## src/rtl/time_base_timer.sv

```systemverilog
// time_base_timer
//   Time base for the receiver clock domain. A prescaler divides clk down to
//   1 us, then cascaded decimal counters derive 1 ms and 1 s. Each tick is a
//   registered single-cycle pulse intended as a clock enable. NUM_CH
//   independent ms-resolution interval timers provide one-shot or periodic
//   timeout events.
//
// Ports:
//   clk          system clock, rising edge
//   rst_n        asynchronous active-low reset
//   run          global enable; 0 freezes prescaler, us/ms counters and channel counts
//   us_tick      one-cycle pulse every 1 us
//   ms_tick      one-cycle pulse every 1 ms
//   s_tick       one-cycle pulse every 1 s
//   ch_start     per-channel start/restart pulse (samples ch_periodic, ch_period)
//   ch_stop      per-channel stop pulse (highest priority)
//   ch_periodic  per-channel mode: 1 = auto-reload, 0 = one-shot
//   ch_period    packed periods in ms, channel i at [i*PERIOD_W +: PERIOD_W]
//   ch_busy      channel is counting
//   ch_expire    one-cycle expiry pulse, aligned with ms_tick
//   ch_flag      sticky expiry flag
//   ch_ack       clears ch_flag (an expiry in the same cycle wins)
module time_base_timer #(
    parameter int CLK_FREQ = 100_000_000,
    parameter int NUM_CH   = 4,
    parameter int PERIOD_W = 16
) (
    input  logic                         clk,
    input  logic                         rst_n,
    input  logic                         run,
    output logic                         us_tick,
    output logic                         ms_tick,
    output logic                         s_tick,
    input  logic [NUM_CH-1:0]            ch_start,
    input  logic [NUM_CH-1:0]            ch_stop,
    input  logic [NUM_CH-1:0]            ch_periodic,
    input  logic [NUM_CH*PERIOD_W-1:0]   ch_period,
    output logic [NUM_CH-1:0]            ch_busy,
    output logic [NUM_CH-1:0]            ch_expire,
    output logic [NUM_CH-1:0]            ch_flag,
    input  logic [NUM_CH-1:0]            ch_ack
);

    localparam int DIV = CLK_FREQ / 1_000_000;
    localparam int PW  = (DIV > 1) ? $clog2(DIV) : 1;
    localparam logic [PERIOD_W-1:0] ONE_MS  = {{(PERIOD_W-1){1'b0}}, 1'b1};
    localparam logic [PERIOD_W-1:0] ZERO_MS = {PERIOD_W{1'b0}};

    logic [PW-1:0] presc_r;
    logic [9:0]    us_cnt_r;
    logic [9:0]    ms_cnt_r;
    logic          us_stb_s;
    logic          ms_stb_s;
    logic          s_stb_s;
    logic          us_tick_r;
    logic          ms_tick_r;
    logic          s_tick_r;

    // Strobe decode: each stage fires on the terminal count of every stage below it.
    always_comb begin
        us_stb_s = run && (presc_r == PW'(DIV - 1));
        ms_stb_s = us_stb_s && (us_cnt_r == 10'd999);
        s_stb_s  = ms_stb_s && (ms_cnt_r == 10'd999);
    end

    // Prescaler: 0..DIV-1 while run, holds its phase while run is low.
    always_ff @(posedge clk or negedge rst_n) begin
        if (!rst_n) begin
            presc_r <= {PW{1'b0}};
        end else if (run) begin
            if (presc_r == PW'(DIV - 1)) begin
                presc_r <= {PW{1'b0}};
            end else begin
                presc_r <= presc_r + PW'(1'b1);
            end
        end
    end

    // Microsecond counter 0..999, advances on each us strobe.
    always_ff @(posedge clk or negedge rst_n) begin
        if (!rst_n) begin
            us_cnt_r <= 10'd0;
        end else if (us_stb_s) begin
            if (us_cnt_r == 10'd999) begin
                us_cnt_r <= 10'd0;
            end else begin
                us_cnt_r <= us_cnt_r + 10'd1;
            end
        end
    end

    // Millisecond counter 0..999, advances on each ms strobe.
    always_ff @(posedge clk or negedge rst_n) begin
        if (!rst_n) begin
            ms_cnt_r <= 10'd0;
        end else if (ms_stb_s) begin
            if (ms_cnt_r == 10'd999) begin
                ms_cnt_r <= 10'd0;
            end else begin
                ms_cnt_r <= ms_cnt_r + 10'd1;
            end
        end
    end

    // Registered tick outputs, one cycle behind the internal strobes.
    always_ff @(posedge clk or negedge rst_n) begin
        if (!rst_n) begin
            us_tick_r <= 1'b0;
            ms_tick_r <= 1'b0;
            s_tick_r  <= 1'b0;
        end else begin
            us_tick_r <= us_stb_s;
            ms_tick_r <= ms_stb_s;
            s_tick_r  <= s_stb_s;
        end
    end

    assign us_tick = us_tick_r;
    assign ms_tick = ms_tick_r;
    assign s_tick  = s_tick_r;

    for (genvar i = 0; i < NUM_CH; i++) begin : ch_g
        logic [PERIOD_W-1:0] period_s;
        logic                load_s;
        logic                expire_s;
        logic                busy_r;
        logic                periodic_r;
        logic                expire_r;
        logic                flag_r;
        logic [PERIOD_W-1:0] remaining_r;
        logic [PERIOD_W-1:0] period_r;

        assign period_s = ch_period[i*PERIOD_W +: PERIOD_W];

        // Decode this cycle's channel event; stop beats start beats the ms strobe.
        always_comb begin
            load_s   = ch_start[i] && (period_s != ZERO_MS);
            expire_s = 1'b0;
            if (!ch_stop[i] && !load_s && ms_stb_s && busy_r && (remaining_r == ONE_MS)) begin
                expire_s = 1'b1;
            end else begin
                expire_s = 1'b0;
            end
        end

        // Channel counter: remaining never goes below 1 while busy; a periodic
        // channel reloads on expiry, a one-shot channel goes idle.
        always_ff @(posedge clk or negedge rst_n) begin
            if (!rst_n) begin
                busy_r      <= 1'b0;
                periodic_r  <= 1'b0;
                remaining_r <= ZERO_MS;
                period_r    <= ZERO_MS;
            end else if (ch_stop[i]) begin
                busy_r <= 1'b0;
            end else if (load_s) begin
                busy_r      <= 1'b1;
                periodic_r  <= ch_periodic[i];
                remaining_r <= period_s;
                period_r    <= period_s;
            end else if (expire_s) begin
                if (periodic_r) begin
                    remaining_r <= period_r;
                end else begin
                    busy_r <= 1'b0;
                end
            end else if (ms_stb_s && busy_r) begin
                remaining_r <= remaining_r - ONE_MS;
            end
        end

        // Expiry pulse and sticky flag; a same-cycle ack loses against a new expiry.
        always_ff @(posedge clk or negedge rst_n) begin
            if (!rst_n) begin
                expire_r <= 1'b0;
                flag_r   <= 1'b0;
            end else begin
                expire_r <= expire_s;
                if (expire_s) begin
                    flag_r <= 1'b1;
                end else if (ch_ack[i]) begin
                    flag_r <= 1'b0;
                end
            end
        end

        assign ch_busy[i]   = busy_r;
        assign ch_expire[i] = expire_r;
        assign ch_flag[i]   = flag_r;
    end

endmodule

```

## config.mk

```make
export PLATFORM = sky130hd
export DESIGN_NAME = time_base_timer
export DESIGN_NICKNAME = d
export VERILOG_FILES = /design/src/rtl/time_base_timer.sv
export SDC_FILE = /design/constraint.sdc
export NUM_CORES = 1
export LEC_CHECK = 0
export ABC_CLOCK_PERIOD_IN_PS = 2400
export CORE_MARGIN = 3
export CORE_UTILIZATION = 38
export DETAILED_ROUTE_END_ITERATION = 16
export DONT_BUFFER_PORTS = 1
export SLEW_MARGIN = 20
export SYNTH_ARGS = -nofsm -noshare
export SYNTH_HDL_FRONTEND = slang
export SYNTH_SLANG_ARGS = --single-unit
```

## constraint.sdc

```tcl
create_clock -name clk -period 2.4 [get_ports clk]
set_input_delay 0.48 -clock clk [delete_from_list [all_inputs] [get_ports clk]]
set_output_delay 0.48 -clock clk [all_outputs]
set_load 0.02 [all_outputs]
```

# After elaboration in Yosys (flattened, before gate mapping)
# Index checks and enable logic that the tools add are counted.
[classes]
reduce_logical = 63
eq_ne = 15
mux = 47
add_sub_neg = 7
n_bitwise = 4
[ops]
columns = ["operator", "count"]
rows = [
  ["$mux W16", 16],
  ["$eq A16 B1 Y1 const B", 4],
  ["$reduce_bool A16 Y1", 4],
  ["$sub A16 B1 Y16 const B", 4],
  ["$mux W1", 28],
  ["$logic_and A1 B1 Y1", 27],
  ["$reduce_bool A3 Y1", 8],
  ["$add A10 B1 Y10 const B", 2],
  ["$eq A10 B10 Y1 const B", 2],
  ["$mux W10", 2],
  ["$reduce_and A2 Y1", 8],
  ["$ne A3 B2 Y1 const B", 4],
  ["$ne A3 B3 Y1 const B", 4],
  ["$reduce_and A3 Y1", 4],
  ["$logic_not A1 Y1", 8],
  ["$reduce_bool A2 Y1", 4],
  ["$add A7 B1 Y7 const B", 1],
  ["$eq A7 B7 Y1 const B", 1],
  ["$mux W7", 1],
  ["$not A1 Y1", 4],
]
[totals]
word_cells = 166
reg_bits = 174
out_inout_bits = 15
inputBits = 83

# Depth between registers and ports, before layout
# Gate-level depths: netlist of the first run.
[depth]
ltp_word = 11
depth_mapped = 11

# Least setup slack after synthesis of the first run
# OpenSTA, ideal clock, no wires.
[synth_timing]
path_kind = "input-to-reg"
from = "in ch_period[56]"
to = "reg ch_g[3].remaining_r[1]"
arrival_time_ns = 2.211
slack_ns = 0.059
path_stages = 7
path_buffers = 1
t_required_ns = 2.270
path_cell_list = "or4_1 -> o41ai_1 -> nor2_1 -> a41o_1 -> buf_2 -> nand2_2 -> o21ai_0"
[synth_between]
elab_chain_len = 10
elab_cells_between_ends = 13
classes_between = "eq/ne: 1; mux: 3; reduce/logical: 9"
[synth_lines]
columns = ["element", "line_no", "rtl"]
rows = [
  ["from (decl)", "37", "input logic [NUM_CH*PERIOD_W-1:0] ch_period,"],
  ["$reduce_bool A16 Y1 (*)", "137", "load_s = ch_start[i] && (period_s != ZERO_MS);"],
  ["$logic_and A1 B1 Y1 (*)", "137", ""],
  ["$logic_not A1 Y1", "139", "if (!ch_stop[i] && !load_s && ms_stb_s && busy_r && (remaining_r == ONE_MS)) begin"],
  ["$logic_and A1 B1 Y1 (4 in a row)", "139", ""],
  ["$mux W1", "139", ""],
  ["$ne A3 B2 Y1 (no source line) (tied with other cells)", "-", ""],
  ["$reduce_and A3 Y1 (no source line) or $mux W16 (tied branches)", "-", ""],
  ["to (signal assigned)", "159", "remaining_r <= period_s;"],
  ["to (signal assigned)", "163", "remaining_r <= period_r;"],
  ["to (signal assigned)", "168", "remaining_r <= remaining_r - ONE_MS;"],
  ["to (decl)", "130", "logic [PERIOD_W-1:0] remaining_r;"],
]
# Every way passes the cells marked *; elsewhere a longest branch is shown, timed or not.
# A chain may end at the register's enable or synchronous reset.

# Worst setup path in the final report of the first run
[layout_timing]
from = "reg us_cnt_r[1]"
to = "reg ch_g[0].remaining_r[9]"
[layout_between]
elab_chain_len = 8
elab_cells_between_ends = 12
classes_between = "eq/ne: 2; mux: 3; reduce/logical: 7"
[layout_lines]
columns = ["element", "line_no", "rtl"]
rows = [
  ["from (decl)", "50", "logic [9:0] us_cnt_r;"],
  ["from (signal assigned)", "87", "us_cnt_r <= us_cnt_r + 10'd1;"],
  ["$eq A10 B10 Y1 (*)", "62", "ms_stb_s = us_stb_s && (us_cnt_r == 10'd999);"],
  ["$logic_and A1 B1 Y1 (*)", "62", ""],
  ["$logic_and A1 B1 Y1 (3 in a row)", "139", ""],
  ["$mux W1", "139", ""],
  ["$ne A3 B2 Y1 (no source line) (tied with other cells)", "-", ""],
  ["$reduce_and A3 Y1 (no source line) or $mux W16 (tied branches)", "-", ""],
  ["to (signal assigned)", "159", ""],
  ["to (signal assigned)", "163", ""],
  ["to (signal assigned)", "168", ""],
  ["to (decl)", "130", ""],
]
# Marks and branches as above.

==> results by group, run 1 <==
STA
  • Max Freq: 0.423 GHz
  • Final Hold Viols: 174
  • Final setup fails: 0
  • Final period utilization: 98.6%
  • Count of pins over their slew limit: 0
  • Hold_ws: -0.252 ns
  • Unrepaired setup endpoints after global routing: true
  • Final Skew: 0.0131 ns
  • Slew headroom: 59.4%
  • Post-layout min period: 2.37 ns
  • Worst Tran Pin Value: 0.603 ns

Placed design
  • Instance area at placement: 10300 um^2
  • DP Wirelength: 16.2 mm
  • GPL Wtd Cong: 0.803
  • Port bufs: 0

Detailed routing
  • Vias post-DR: 7536
  • Antenna viol nets, final: 0
  • Routed WL: 23.3 mm
  • # DRC: 0
  • DR vias/cell: 5.46
  • Wirelength per Cell: 16.9 um
  • Router iterations before antenna repair: 4
  • Iter 0 DRT Violations: 494

Layout
  • Layout cell share with drive strength beyond 1: 19.5%
  • Fillers: 2344
  • Most common cell after layout, fill and taps aside: dfrtp_1
  • Design area: 11000 um^2
  • Most frequent cells in the layout: 174 x dfrtp_1, 125 x nand2_1, 82 x nor2_1
  • ANT cells: 0
  • Layout Nets: 1136
  • Area Growth Syn to Fin: 15.7%

GRT
  • Antenna violations before repair: 0
  • First-pass GRT wire length: 39.4 mm
  • Vias in the first global route: 7717
  • Total GRT Usage: 18.0%
  • Largest net degree at the start of global routing: 175
  • Remaining global-route overflow: 0

Job
  • Max-Cap Viols: 0

Logic synthesis
  • Post-synth top flop: dfrtp_1
  • Number of synthesis warnings: 0
  • Asr flop ratio synth: 100%
  • Yosys reg bits: 174
  • Mean Syn Cell Area: 9.54 um^2
  • Number of synthesized flops with an enable pin: 0
  • Cell count after synthesis: 996
  • Register area share after synthesis: 45.8%
  • Post-synthesis instance area: 9510 um^2
  • Synth unique cells: 70
  • Syn nets: 1090

Setup path
  • Startpoint types: flip-flop
  • Crit. End Element: flip-flop
  • Crit path DAT: 2.68 ns
  • Crit path kind: flip-flop to flip-flop
  • Largest fanout on the critical path: 7
  • WP data required: 2.71 ns

Clock network
  • Clock Latency Late Sink: 0.42 ns
  • Worst-path clk slew: 0.07 ns
  • Clock Tree Root: clkbuf_16
  • CTS Buf Count: 17
  • H-tree Lvls: 4
  • Clock buffer depth: 2
  • CTS sink cnt: 174
  • CTS tree: done

Floorplanning
  • Die width: 164 um
  • Initial Util: 38.9%
  • Rows: 57
  • Core ar.: 24500 um^2
  • Number of top-level pins: 98
  • DIE HEIGHT: 164 um
  • Die Footprint: 26900 um^2

Run status
  • Failing checks: negative hold slack
  • Outcome: finished, violations left

Power and ir drop
  • Power Density: 708 nW/um^2
  • Pwr Total: 7.78 mW
  • IR drop worst, VDD: 414 uV
  • Leak Pwr: 4.58 nW

Worst hold path
  • HP Class: primary input to asynchronous set/reset pin
[stage by stage]
stage	worst slack [ns]	TNS, ns	cells	hold WS [ns]	utilization [%]
finish	0.0348	0	1379	-0.252	44.9
CTS	0.0661	0	1377	-0.276	44.6
global route	-0.0825	-0.766	1379	-0.288	44.9
global placement	0.0276	0	1345	0.190	42.2
detailed placement	-0.0527	-0.407	1345	0.190	42.2
floorplan	0.0587	0	996	0.184	-
[where the power goes]
part | switching (mW) | internal, mW | total [mW]
logic | 0.617 | 0.671 | 1.29
registers | 0.353 | 3.32 | 3.68
clock network | 1.26 | 1.56 | 2.82
[timing repair]
action / 4_1_cts / 5_1_grt
pin swaps: 0 / 4
hold endpoints to repair: 174 / 174
endpoints found under the setup margin: 18 / 40
setup buffers: 0 / 1
cloned: 0 / 1
gates resized for setup: 1 / 16
[sequential cells by signal, summed over array words and instances (netlist names)]
| name | flops |
|---|---|
| us_tick | 1 |
| ch_g.period_r | 64 |
| presc_r | 7 |
| ch_g.expire_r | 4 |
| ch_g.flag_r | 4 |
| ch_g.busy_r | 4 |
| us_cnt_r | 10 |
| ch_g.remaining_r | 64 |
| s_tick | 1 |
| ch_g.periodic_r | 4 |
| ms_cnt_r | 10 |
| ms_tick | 1 |
[worst max-delay path, cell delays in order, from the launching register on]
cell,delay (ns)
dfrtp_1,0.37
ha_2,0.20
nand4_1,0.12
or4_4,0.59
a311o_1,0.33
a21o_1,0.25
buf_4,0.19
a21oi_1,0.14
a2bb2oi_1,0.08
[cells in the mapped netlist, types with 3 or more instances]
library cell  count  area (um^2)
dfrtp_1         174         4350
nand2_1         126          473
nor2_1           83          312
o21ai_0          59          295
mux2_2           56          631
a21oi_1          45          225
inv_1            41          154
o211ai_1         37          278
a31oi_1          29          181
xnor2_1          27          236
xor2_1           27          236
clkbuf_1         25         93.8
nand3_1          25          125
nor4_1           23          144
nand4_1          20          125
buf_2            18         90.1
buf_4            14          105
nor3_1           14         70.1
a22oi_1          13         97.6
or4_1            13         97.6
ha_1             11          138
o221ai_1          8         70.1
o22ai_1           8         50.1
o31ai_1           8         60.1
a211o_1           6         52.6
or3_1             6         37.5
and3_1            5         31.3
nand4_4           4         85.1
o21ai_1           4         20.0
or4bb_1           4         45.0
a21o_1            3         22.5
a21oi_2           3         26.3
and2_1            3         18.8
and4_1            3         26.3
mux2i_1           3         30.0
nor2b_1           3         18.8
nor4_4            3         63.8
[path summary, 6_finish.rpt]
check	from	end	slack, ns	cells after the start
max in group asynchronous	rst_n	ch_g[3].remaining_r[10]	2.45	0
worst max register to register	us_cnt_r[1]	ch_g[0].remaining_r[9]	0.03	8
min in group clk	ch_stop[2]	ch_g[2].busy_r	0.12	1
worst min register to register	us_cnt_r[1]	us_cnt_r[1]	0.51	2
worst max-delay path	us_cnt_r[1]	ch_g[0].remaining_r[9]	0.03	8
worst min-delay path	rst_n	ch_g[0].period_r[7]	-0.25	0
[logic make-up after synthesis]
family | share of synthesized area [%]
compound gates | 16.3
xor+xnor | 4.98
fa+ha+maj | 1.45
buf+inv | 4.98
flops | 45.8
mux | 6.95
simple gates | 19.5
[area by class of cell]
cell class	instances	area [um^2]	area share [%]
Sequential cell	174	4350	39.6
Multi-Input combinational cell	720	4740	43.1
Inverter	43	168	1.52
Tap cell	324	405	3.69
Clock inverter	13	154	1.40
Timing Repair Buffer	86	744	6.77
Clock buffer	19	433	3.94
[per-layer routing]
layer | wire length [um] | vias up | GRT usage (%) | part of all wire [%]
met1 | 10800 | 3671 | 24.4 | 46
met5 | 0 | - | 0 | 0
met2 | 11200 | 137 | 29.6 | 48
met4 | 187 | 0 | 3.96 | 0.80
li1 | - | 3718 | - | -
met3 | 1110 | 10 | 3.96 | 4.8
Note: power is estimated with default switching activity, not from simulation.
==> run 2, diff against run 1 <==
--- a/config.mk
+++ b/config.mk
@@ -5,7 +5,7 @@
 export SDC_FILE = /design/constraint.sdc
 export NUM_CORES = 1
 export LEC_CHECK = 0
-export ABC_CLOCK_PERIOD_IN_PS = 2400
+export ABC_CLOCK_PERIOD_IN_PS = 2790
 export CORE_MARGIN = 3
 export CORE_UTILIZATION = 38
 export DETAILED_ROUTE_END_ITERATION = 16
==> constraint.sdc (replaced) <==
create_clock -name clk -period 2.79 [get_ports clk]
set_input_delay 0.558 -clock clk [delete_from_list [all_inputs] [get_ports clk]]
set_output_delay 0.558 -clock clk [all_outputs]
set_load 0.1 [all_outputs]
==> results by group, run 2 (synthesis gave the netlist of run 1 again) <==
STA
  • Final period utilization: 91.4%
  • Count of pins over their slew limit: 0
  • Final setup fails: 0
  • Slew headroom: 40.5%
  • Hold_ws: -0.191 ns
  • Final Hold Viols: 174
  • Worst Tran Pin Value: 0.893 ns
  • Unrepaired setup endpoints after global routing: false
  • Max Freq: 0.392 GHz
  • Final Skew: 0.0142 ns
  • Setup TNS: 0 ns
  • Post-layout min period: 2.55 ns

Layout
  • Area of the multi-input gates: 4690 um^2
  • Layout cell share with drive strength beyond 1: 15.8%
  • Area Growth Syn to Fin: 11.0%
  • Fillers: 2354
  • Largest registers: ch_g.period_r x64, ch_g.remaining_r x64
  • Most common cell after layout, fill and taps aside: dfrtp_1
  • ANT cells: 0
  • Most frequent cells in the layout: 174 x dfrtp_1, 126 x nand2_1, 82 x nor2_1
  • Register Area: 4350 um^2
  • Design area: 10600 um^2
  • Layout Nets: 1098

Setup path
  • Crit-path cells: ha_1 > nand4_1 > or4_1 > a311o_1 > a21o_1 > o31ai_1 > a21oi_1
  • Crit path kind: flip-flop to flip-flop
  • Max stage delay on crit path: 0.54 ns
  • Largest fanout on the critical path: 16
  • Slowest cell on crit path: or4_1
  • Crit path DAT: 2.86 ns
  • Startpoint types: flip-flop
  • WP data required: 3.10 ns
  • Crit. End Element: flip-flop

Clock network
  • CTS Buf Count: 17
  • CTS sink cnt: 174
  • Clock buffer depth: 2
  • Clock Tree Root: clkbuf_16
  • CTS tree: done
  • Post-cts sizing count: 0
  • Worst-path clk slew: 0.08 ns
  • Clock Latency Late Sink: 0.44 ns
  • H-tree Lvls: 4
  • Setup Fix Bufs, Post-CTS: 0

GRT
  • Remaining global-route overflow: 0
  • Largest net degree at the start of global routing: 175
  • Vias in the first global route: 7226
  • First-pass GRT wire length: 37.8 mm
  • Total GRT Usage: 17.4%
  • Antenna violations before repair: 0

Detailed routing
  • Router iterations before antenna repair: 5
  • Iter 0 DRT Violations: 432
  • Wirelength per Cell: 17.0 um
  • # DRC: 0
  • Antenna viol nets, final: 0
  • Routed WL: 22.8 mm
  • Vias post-DR: 7368
  • DR vias/cell: 5.49

Floorplanning
  • Rows: 57
  • DIE HEIGHT: 164 um
  • Core ar.: 24500 um^2
  • Die Footprint: 26900 um^2
  • Number of top-level pins: 98
  • Die width: 164 um
  • Initial Util: 38.9%

Power and ir drop
  • Power Density: 626 nW/um^2
  • IR drop worst, VDD: 287 uV
  • Comb pwr share: 15.8%
  • Sequential share of power: 48.1%
  • Int Power: 4.60 mW
  • Sw Pwr: 2.01 mW
  • Leak Pwr: 4.36 nW
  • Switching Fraction: 30.4%
  • Clk pwr share: 36.1%

Placed design
  • Instance area at placement: 9970 um^2
  • GPL Wtd Cong: 0.843
  • Port bufs: 0
  • DP Wirelength: 15.7 mm

Run status
  • Failing checks: negative hold slack
  • Outcome: finished, violations left

Worst hold path
  • HP Class: primary input to asynchronous set/reset pin

Job
  • Max-Cap Viols: 0
-- run 2: cell types whose count changed in the layout (fill, tap and decap cells not counted), moves of 2 or more --
cell	change
clkinv_8	+2
a21oi_4	-2
or4_4	-2
inv_6	+3
a21oi_1	+2
buf_6	-3
buf_12	-7
clkbuf_1	-2
or4_1	+2
bufinv_16	-2
clkinvlp_4	-3
buf_4	-28
-- run 2: final cells by class --
cell class / instances / share of cell area, %
multi-input cells: 720 / 44.4
clock buffers: 18 / 4.16
clock inverters: 14 / 1.36
flip-flops and latches: 174 / 41.3
well taps: 324 / 3.84
repair buffers: 48 / 3.41
inverters: 43 / 1.53
-- run 2: worst max-delay path, delay by kind of cell, from the launching register on --
family                   cells  cell delay [ns]
adder cells (fa/ha/maj)      1             0.20
flip-flops                   1             0.37
AND/OR/NAND/NOR              2             0.70
AO/OA/AOI/OAI                4             1.16
-- run 2: per-layer routing --
layer  GRT usage (%)  vias to the layer above  wire (um)
li1                -                     3629          -
met1            23.2                     3561      10600
met2            27.9                      154      10800
met3            4.54                       24       1200
met4            4.69                        0        303
met5               0                        -          0
-- run 2: power by group through the flow --
stage	clock [mW]	sequential [mW]	combinational, mW
2_1_floorplan	0	3.15	0.836
3_3_place_gp	0	3.21	1.02
3_5_place_dp	0	3.22	1.05
4_1_cts	2.46	3.18	1.05
5_1_grt	2.58	3.24	1.18
6_report	2.38	3.18	1.04
-- run 2: per-stage QoR --
stage          power, mW  instances  hold WS [ns]  util, %  worst slack [ns]
2_1_floorplan       3.98        996         0.262        -             0.371
3_3_place_gp        4.24       1309         0.269     40.8             0.268
3_5_place_dp        4.27       1309         0.269     40.8             0.231
4_1_cts             6.68       1341        -0.212     43.1             0.233
5_1_grt             7.00       1341        -0.227     43.1            0.0670
6_report            6.61       1341        -0.191     43.1             0.240
-- run 2: final timing paths --
check	end	startpoint	slack, ns	cells past startpoint
max	ch_g[0].remaining_r[0]	us_cnt_r[0]	0.24	7
min	ch_g[0].period_r[7]	rst_n	-0.19	0
max reg2reg	ch_g[0].remaining_r[0]	us_cnt_r[0]	0.24	7
min reg2reg	ch_g[3].period_r[6]	ch_g[3].period_r[6]	0.50	1
max in group asynchronous	ch_g[3].remaining_r[6]	rst_n	2.67	0
min in group clk	ch_g[2].busy_r	ch_stop[2]	0.18	1
==> run 3, diff against run 2 <==
--- a/config.mk
+++ b/config.mk
@@ -5,7 +5,6 @@
 export SDC_FILE = /design/constraint.sdc
 export NUM_CORES = 1
 export LEC_CHECK = 0
-export ABC_CLOCK_PERIOD_IN_PS = 2790
 export CORE_MARGIN = 3
 export CORE_UTILIZATION = 38
 export DETAILED_ROUTE_END_ITERATION = 16
==> results of run 3 <==
The final DEF is identical to that of run 2; final timing and power are the same.
